<file path="config.mk">
export PLATFORM = sky130hd
export DESIGN_NAME = intpol2_d4_control
export DESIGN_NICKNAME = d
export VERILOG_FILES = /design/src/rtl/intpol2_d4_control.sv
export SDC_FILE = /design/constraint.sdc
export NUM_CORES = 1
export LEC_CHECK = 0
export ABC_CLOCK_PERIOD_IN_PS = 4900
export BUFFER_PORTS_ARGS = -buffer_cell sky130_fd_sc_hd__buf_2
export CORE_ASPECT_RATIO = 0.7
export CORE_UTILIZATION = 49
export CTS_CLUSTER_DIAMETER = 100
export DETAILED_ROUTE_END_ITERATION = 6
export PLACE_DENSITY = 0.78
export SYNTH_ARGS = -nofsm -noshare
export SYNTH_HDL_FRONTEND = slang
export SYNTH_SLANG_ARGS = --single-unit
</file>
<file path="constraint.sdc">
create_clock -name clk -period 4.9 [get_ports clk]
set_input_delay 0.49 -clock clk [delete_from_list [all_inputs] [get_ports clk]]
set_output_delay 0.49 -clock clk [all_outputs]
set_load 0.005 [all_outputs]
</file>
<file path="src/rtl/intpol2_d4_control.sv">
// Control FSM for a 4-phase (x4) quadratic interpolator: fills three samples,
// then for every coefficient set sequences four multiply/accumulate phases.
module intpol2_d4_control #(
    parameter int DATA_WIDTH = 32,
    parameter int LEN_WIDTH  = 16
) (
    input  logic                         clk,
    input  logic                         rst,
    input  logic                         start,
    input  logic [LEN_WIDTH-1:0]         cfg_len,
    input  logic                         in_valid,
    input  logic signed [DATA_WIDTH-1:0] in_data,
    output logic                         in_ready,
    input  logic                         out_ready,
    output logic                         out_valid,
    output logic signed [DATA_WIDTH-1:0] data_to_process,
    output logic                         Ld_M0,
    output logic                         Ld_M1,
    output logic                         Ld_M2,
    output logic                         en_stream,
    output logic                         op_1,
    output logic                         clear,
    output logic                         en_sum,
    output logic                         sel_mult,
    output logic                         Ld_p1_xi,
    output logic                         Ld_data,
    output logic [1:0]                   sel_xi2,
    output logic                         busy,
    output logic                         done,
    output logic                         err
);

    typedef enum logic [2:0] {IDLE, FILL, COEF, MUL1, MUL2, SHIFT} state_t;

    state_t               state;
    logic [LEN_WIDTH-1:0] len_q;
    logic [LEN_WIDTH-1:0] smp_cnt;
    logic [1:0]           phase;
    logic                 err_q;
    logic                 out_valid_q;
    logic                 accept;
    logic                 last_seg;

    assign data_to_process = in_data;
    assign accept          = in_valid & in_ready;
    // smp_cnt counts every sample taken so far, including the three fill samples
    assign last_seg        = (smp_cnt == len_q);
    assign busy            = (state != IDLE);
    assign err             = err_q;
    assign out_valid       = out_valid_q;

    always_ff @(posedge clk or posedge rst) begin
        if (rst) begin
            state       <= IDLE;
            len_q       <= '0;
            smp_cnt     <= '0;
            phase       <= '0;
            err_q       <= 1'b0;
            out_valid_q <= 1'b0;
        end else begin
            err_q       <= 1'b0;
            out_valid_q <= Ld_data;
            case (state)
                IDLE: begin
                    if (start) begin
                        if (cfg_len >= LEN_WIDTH'(3)) begin
                            len_q   <= cfg_len;
                            smp_cnt <= '0;
                            phase   <= '0;
                            state   <= FILL;
                        end else begin
                            err_q <= 1'b1;
                        end
                    end
                end
                FILL: begin
                    if (accept) begin
                        smp_cnt <= smp_cnt + LEN_WIDTH'(1);
                        if (smp_cnt == LEN_WIDTH'(2)) state <= COEF;
                    end
                end
                COEF: begin
                    phase <= '0;
                    state <= MUL1;
                end
                MUL1: state <= MUL2;
                MUL2: begin
                    if (out_ready) begin
                        phase <= phase + 2'd1;
                        if (phase != 2'd3)  state <= MUL1;
                        else if (last_seg)  state <= IDLE;
                        else                state <= SHIFT;
                    end
                end
                SHIFT: begin
                    if (accept) begin
                        smp_cnt <= smp_cnt + LEN_WIDTH'(1);
                        state   <= COEF;
                    end
                end
                default: state <= IDLE;
            endcase
        end
    end

    // Strobes are decoded from the registered state so they line up with the
    // handshake cycle; reset forces IDLE, which drives them all low.
    always_comb begin
        in_ready  = 1'b0;
        Ld_M0     = 1'b0;
        Ld_M1     = 1'b0;
        Ld_M2     = 1'b0;
        en_stream = 1'b0;
        op_1      = 1'b0;
        clear     = 1'b0;
        en_sum    = 1'b0;
        sel_mult  = 1'b0;
        Ld_p1_xi  = 1'b0;
        Ld_data   = 1'b0;
        sel_xi2   = 2'd0;
        done      = 1'b0;
        case (state)
            FILL: begin
                in_ready = 1'b1;
                Ld_M0    = in_valid && (smp_cnt == LEN_WIDTH'(0));
                Ld_M1    = in_valid && (smp_cnt == LEN_WIDTH'(1));
                Ld_M2    = in_valid && (smp_cnt == LEN_WIDTH'(2));
            end
            COEF: begin
                op_1  = 1'b1;
                clear = 1'b1;
            end
            MUL1: begin
                Ld_p1_xi = 1'b1;
                sel_xi2  = phase;
            end
            MUL2: begin
                sel_xi2 = phase;
                if (out_ready) begin
                    sel_mult = 1'b1;
                    Ld_data  = 1'b1;
                    en_sum   = 1'b1;
                    done     = (phase == 2'd3) && last_seg;
                end
            end
            SHIFT: begin
                in_ready  = 1'b1;
                en_stream = in_valid;
            end
            default: ;
        endcase
    end

endmodule

</file>
### Word-level counts from Yosys, hierarchy flattened

Index checks and enable logic that the tools add are counted.

| word-level totals | value |
|---|---|
| logic and storage cells | 74 |
| bits of input ports | 53 |
| output and inout bits | 49 |
| register bits after elaboration | 39 |

| operators by class | value |
|---|---|
| reductions and logical operators | 15 |
| order comparisons | 1 |
| mux-type cells | 32 |
| bitwise gates (word level) | 1 |
| equality and inequality tests | 17 |
| add/subtract/negate cells | 2 |

Operators with widths:

| cell | number |
|---|---|
| $mux W16 | 3 |
| $pmux W16 S2 | 1 |
| $mux W3 | 8 |
| $pmux W3 S6 | 1 |
| $add A16 B1 Y16 const B | 1 |
| $eq A16 B1 Y1 const B | 1 |
| $eq A16 B16 Y1 | 1 |
| $eq A16 B2 Y1 const B | 1 |
| $ge A16 B2 Y1 const B | 1 |
| $logic_not A16 Y1 | 1 |
| $mux W1 | 14 |
| $ne A2 B2 Y1 const B | 7 |
| $mux W2 | 4 |
| $reduce_and A4 Y1 | 2 |
| $eq A3 B2 Y1 const B | 2 |
| $eq A3 B3 Y1 const B | 2 |
| $pmux W2 S3 | 1 |
| $reduce_and A6 Y1 | 1 |
| $reduce_bool A3 Y1 | 2 |
| $logic_and A1 B1 Y1 | 4 |
| $reduce_or A2 Y1 | 2 |
| $eq A3 B1 Y1 const B | 1 |
| $logic_not A3 Y1 | 1 |
| $reduce_and A3 Y1 | 1 |
| 5 further kinds | 5 |

### Depth between registers and ports, before layout

| depth | value |
|---|---|
| word-level depth | 6 |
| mapped depth | 7 |
| mapped depth without buffers | 6 |

### Least setup slack after synthesis

No wires, ideal clock.

| path | value |
|---|---|
| path kind | reg2out |
| from | reg smp_cnt[3] |
| to | out done |
| path slack | 3.010 ns |
| arrival time | 1.400 ns |
| stages on the path, launching flop included | 7 |
| data required time | 4.410 ns |
| path buffers | 1 |
| cells stage by stage | dfrtp_1 buf_2 xor2_1 nor4_1 nand4_1 or2_2 nor2_1 |

| on the way | value |
|---|---|
| word-level cells in the longest chain between the ends | 4 |

Ends and longest elaborated chain:

| item | line | text |
|---|---|---|
| start, declared | 37 | `logic [LEN_WIDTH-1:0] smp_cnt;` |
| start signal, assigned | 78 | `smp_cnt <= smp_cnt + LEN_WIDTH'(1);` |
| start signal, assigned | 97 | `smp_cnt <= smp_cnt + LEN_WIDTH'(1);` |
| $eq A16 B16 Y1 | 47 | `assign last_seg = (smp_cnt == len_q);` |
| $logic_and A1 B1 Y1 | 143 | `done = (phase == 2'd3) && last_seg;` |
| $mux W1 | 139 | `if (out_ready) begin` |
| $mux W1 | 122 | `case (state)` |
| end, declared | 29 | `output logic done,` |

No other way between the ends.

### Final worst setup path

| path | value |
|---|---|
| from | reg smp_cnt[2] |
| to | out Ld_M2 |

| on the way | value |
|---|---|
| word-level cells in the longest chain between the ends | 3 |

Ends and longest elaborated chain:

| item | line | text |
|---|---|---|
| $eq A16 B2 Y1 | 127 | `Ld_M2 = in_valid && (smp_cnt == LEN_WIDTH'(2));` |
| $logic_and A1 B1 Y1 | 127 |  |
| $mux W1 | 122 |  |
| end, declared | 19 | `output logic Ld_M2,` |

No other way between the ends.

==> run summary <==
status: finished, final reports clean
power density over cell area: 475 nW/µm²
Peak VDD IR: 308 µV
Clk pwr share: 0.220
CP arrival: 1.91 ns
ANT nets after route: 0
post-synthesis simple-gate area fraction: 0.186
initial antenna violation count: 0
initial DRC count: 129
top post-synthesis cells by area: dfrtp_1 (40%), buf_4 (11%), xor2_1 (8.3%), mux2_2 (7.5%), nor4_1 (3.1%)
Adder-Cell Fraction of Synth Area: 0.0259
mux cell area share after synthesis: 0.0787
Gate Count Post-Synth: 247
Cell Area, Placed: 2350 µm²
Post-Route WL: 4590 µm
port buffer count: 37
Final Setup Violations: 0
number of top-level pins: 102
Post-Route Skew: 0.0105 ns
Final nets: 304
Psw: 0.406 mW
Post-Syn Nets: 305
crit path cell chain: nor4_1 -> nand4_1 -> nor3_1 -> and2_1 -> buf_2
synthesized area: 2420 µm²
Setup Buffers After CTS: 0
area leader, netlist: dfrtp_1
CTS buffer count: 5
number of fill cells: 404
Root Buffer: clkbuf_8
maximum operating frequency: 417 MHz
grt ovf: 0
Worst-Margin Slew: 0.542 ns
cell family with most CP delay: simple AND/OR/NAND/NOR gates
most frequent cells in the layout: dfrtp_1 (39), buf_2 (37), xor2_1 (23), nor2_1 (16), mux2_2 (16)
Die Ht: 60.8 µm
CTS hold repair buffers: 0
Worst Hold Class: input port to async pin
top cell type's share of synthesized area: 0.404
sequential power share: 0.460
vias per cell: 5.38
Period minus WS final: 2.40 ns
Remaining DRCs: 0
GRT Overall Usage: 0.197
Crit Path Class: register to output port
Hold Slack: 0.298 ns
# rows: 20
vias in the first global route: 1554
Synth Area in XOR/XNOR: 0.102
Crit Path Max Fanout: 7
Vias: 1678
top_reg_cell synth: dfrtp_1
internal power: 0.761 mW
Routability Congestion: 0.935
initial core utilization: 0.533
WP buf/inv: 1
Avg Inst Size Synth: 9.78 µm²
Worst path depth: 5
RSZ-0062 raised after global routing: no
DIE WIDTH: 85.9 µm
post-route cell area: 2460 µm²
CP endpoint kind: output port
Unique masters post-synth: 39
register bit total from synthesis: 39
commonest non-fill, non-tap cell in the layout: dfrtp_1
ratio of cells with drive above 1 in the final layout: 0.264
slowest stage cell, crit path: dfrtp_1
Reg2Reg Depth: 6
Final Max Tran Viols: 0
async set-reset flop share out of synthesis: 1.00
max-slew headroom at the worst pin: 0.636
core area: 4530 µm²
Final Total Pwr: 1.17 mW
Crit path required time: 4.41 ns
average wire per standard cell: 14.7 µm
sequential share of the synthesized area: 0.404
final hold vios: 0
setup TNS: 0 ns
Switching Fraction: 0.348
logic gate share of total power: 0.320
Ant. Diodes: 0
Leak: 1.17 nW
first-pass GRT wire length: 7770 µm
Yosys warning count: 0
area of the multi-input gates: 1050 µm²
number of synthesized flops with an enable pin: 0
Worst-path clk slew: 0.08 ns
Largest stage delay, worst path: 0.49 ns
main combinational cell family by area after synthesis: simple AND/OR/NAND/NOR gates
largest net degree at the start of global routing: 40
Synth Area in Compound Gates: 0.0419
CTS tree: built
die area: 5220 µm²
final worst path period share: 0.489
Skew-Pair Late Insertion Delay: 0.29 ns
max cap viols: 0
H-tree depth: 2
Area Growth Syn to Fin: 1.66%
CTS Sinks: 39
PostCTS Resize Cnt: 0
maximum root-to-sink buffer count: 2
Initial DRT Pass Iterations: 4
HPWL after DPL: 3450 µm
FF+latch area: 976 µm²
Startpoint Class: register
==> final cells by class <==
| type | count | area share |
|---|---|---|
| well taps | 66 | 0.0336 |
| clock buffers | 6 | 0.0295 |
| inverters | 12 | 0.0183 |
| flip-flops and latches | 39 | 0.397 |
| repair buffers | 39 | 0.0815 |
| clock inverters | 1 | 0.0122 |
| multi-input cells | 149 | 0.427 |
==> cells in the mapped netlist, types with 2 or more instances <==
master     n
a21oi_1    3
and2_1     6
buf_2      5
buf_4     37
buf_6      3
dfrtp_1   39
ha_1       5
inv_1     12
mux2_2    16
nand2_1   13
nand3_1    5
nand3b_1   3
nand4_1    8
nor2_1    16
nor3_1     6
nor4_1    12
o21ai_0    5
o31ai_1    2
or3_1      5
xnor2_1    5
xor2_1    23
==> stage by stage <==
stage | utilization | cells | setup slack (ns)
2_1_floorplan | - | 247 | 3.01
3_3_place_gp | 0.520 | 305 | 2.77
3_5_place_dp | 0.520 | 305 | 2.70
4_1_cts | 0.542 | 312 | 2.49
5_1_grt | 0.542 | 312 | 2.36
6_report | 0.542 | 312 | 2.50
==> state kept, by name (all words and copies together), names as in the netlist <==
name	count
out_valid	1
err	1
len_q	16
smp_cnt	16
state	3
phase	2
==> tightest hold or removal path, stage by stage <==
cell and delay (ns):
buf_2 0.09, inv_1 0.04, buf_4 0.41
==> power groups by stage <==
stage          Combinational (mW)  Sequential [mW]  Clock [mW]
2_1_floorplan               0.369            0.477           0
3_3_place_gp                0.363            0.536           0
3_5_place_dp                0.372            0.539           0
4_1_cts                     0.375            0.533       0.263
5_1_grt                     0.414            0.552       0.277
6_report                    0.374            0.536       0.257
==> logic make-up after synthesis <==
group,count (synthesis)
AOI/OAI and AO/OA,16
xor gates and xnor gates,28
adders and majority gates,5
buffers and inverters,59
DFF,39
muxes,17
and+or+nand+nor,83
==> final timing paths <==
| check | start | to | slack (ns) |
|---|---|---|---|
| min in group clk | cfg_len[5] | len_q[5] | 0.44 |
| worst min register to register | phase[1] | phase[1] | 0.52 |
| worst max-delay path | smp_cnt[2] | Ld_M2 | 2.50 |
| worst max register to register | smp_cnt[0] | smp_cnt[12] | 2.99 |
| max in group asynchronous | rst | smp_cnt[0] | 4.25 |
| worst min-delay path | rst | phase[0] | 0.30 |
==> metal layers <==
| layer | share of wire | wire (µm) | vias up | GRT usage |
|---|---|---|---|---|
| li1 | - | - | 799 | - |
| met3 | 0.064 | 292 | 7 | 0.0490 |
| met2 | 0.41 | 1870 | 55 | 0.278 |
| met4 | 0.0083 | 38 | 0 | 0.0738 |
| met1 | 0.52 | 2390 | 817 | 0.295 |
| met5 | 0 | 0 | - | 0 |
No activity file was read; power rests on OpenSTA's default activity.
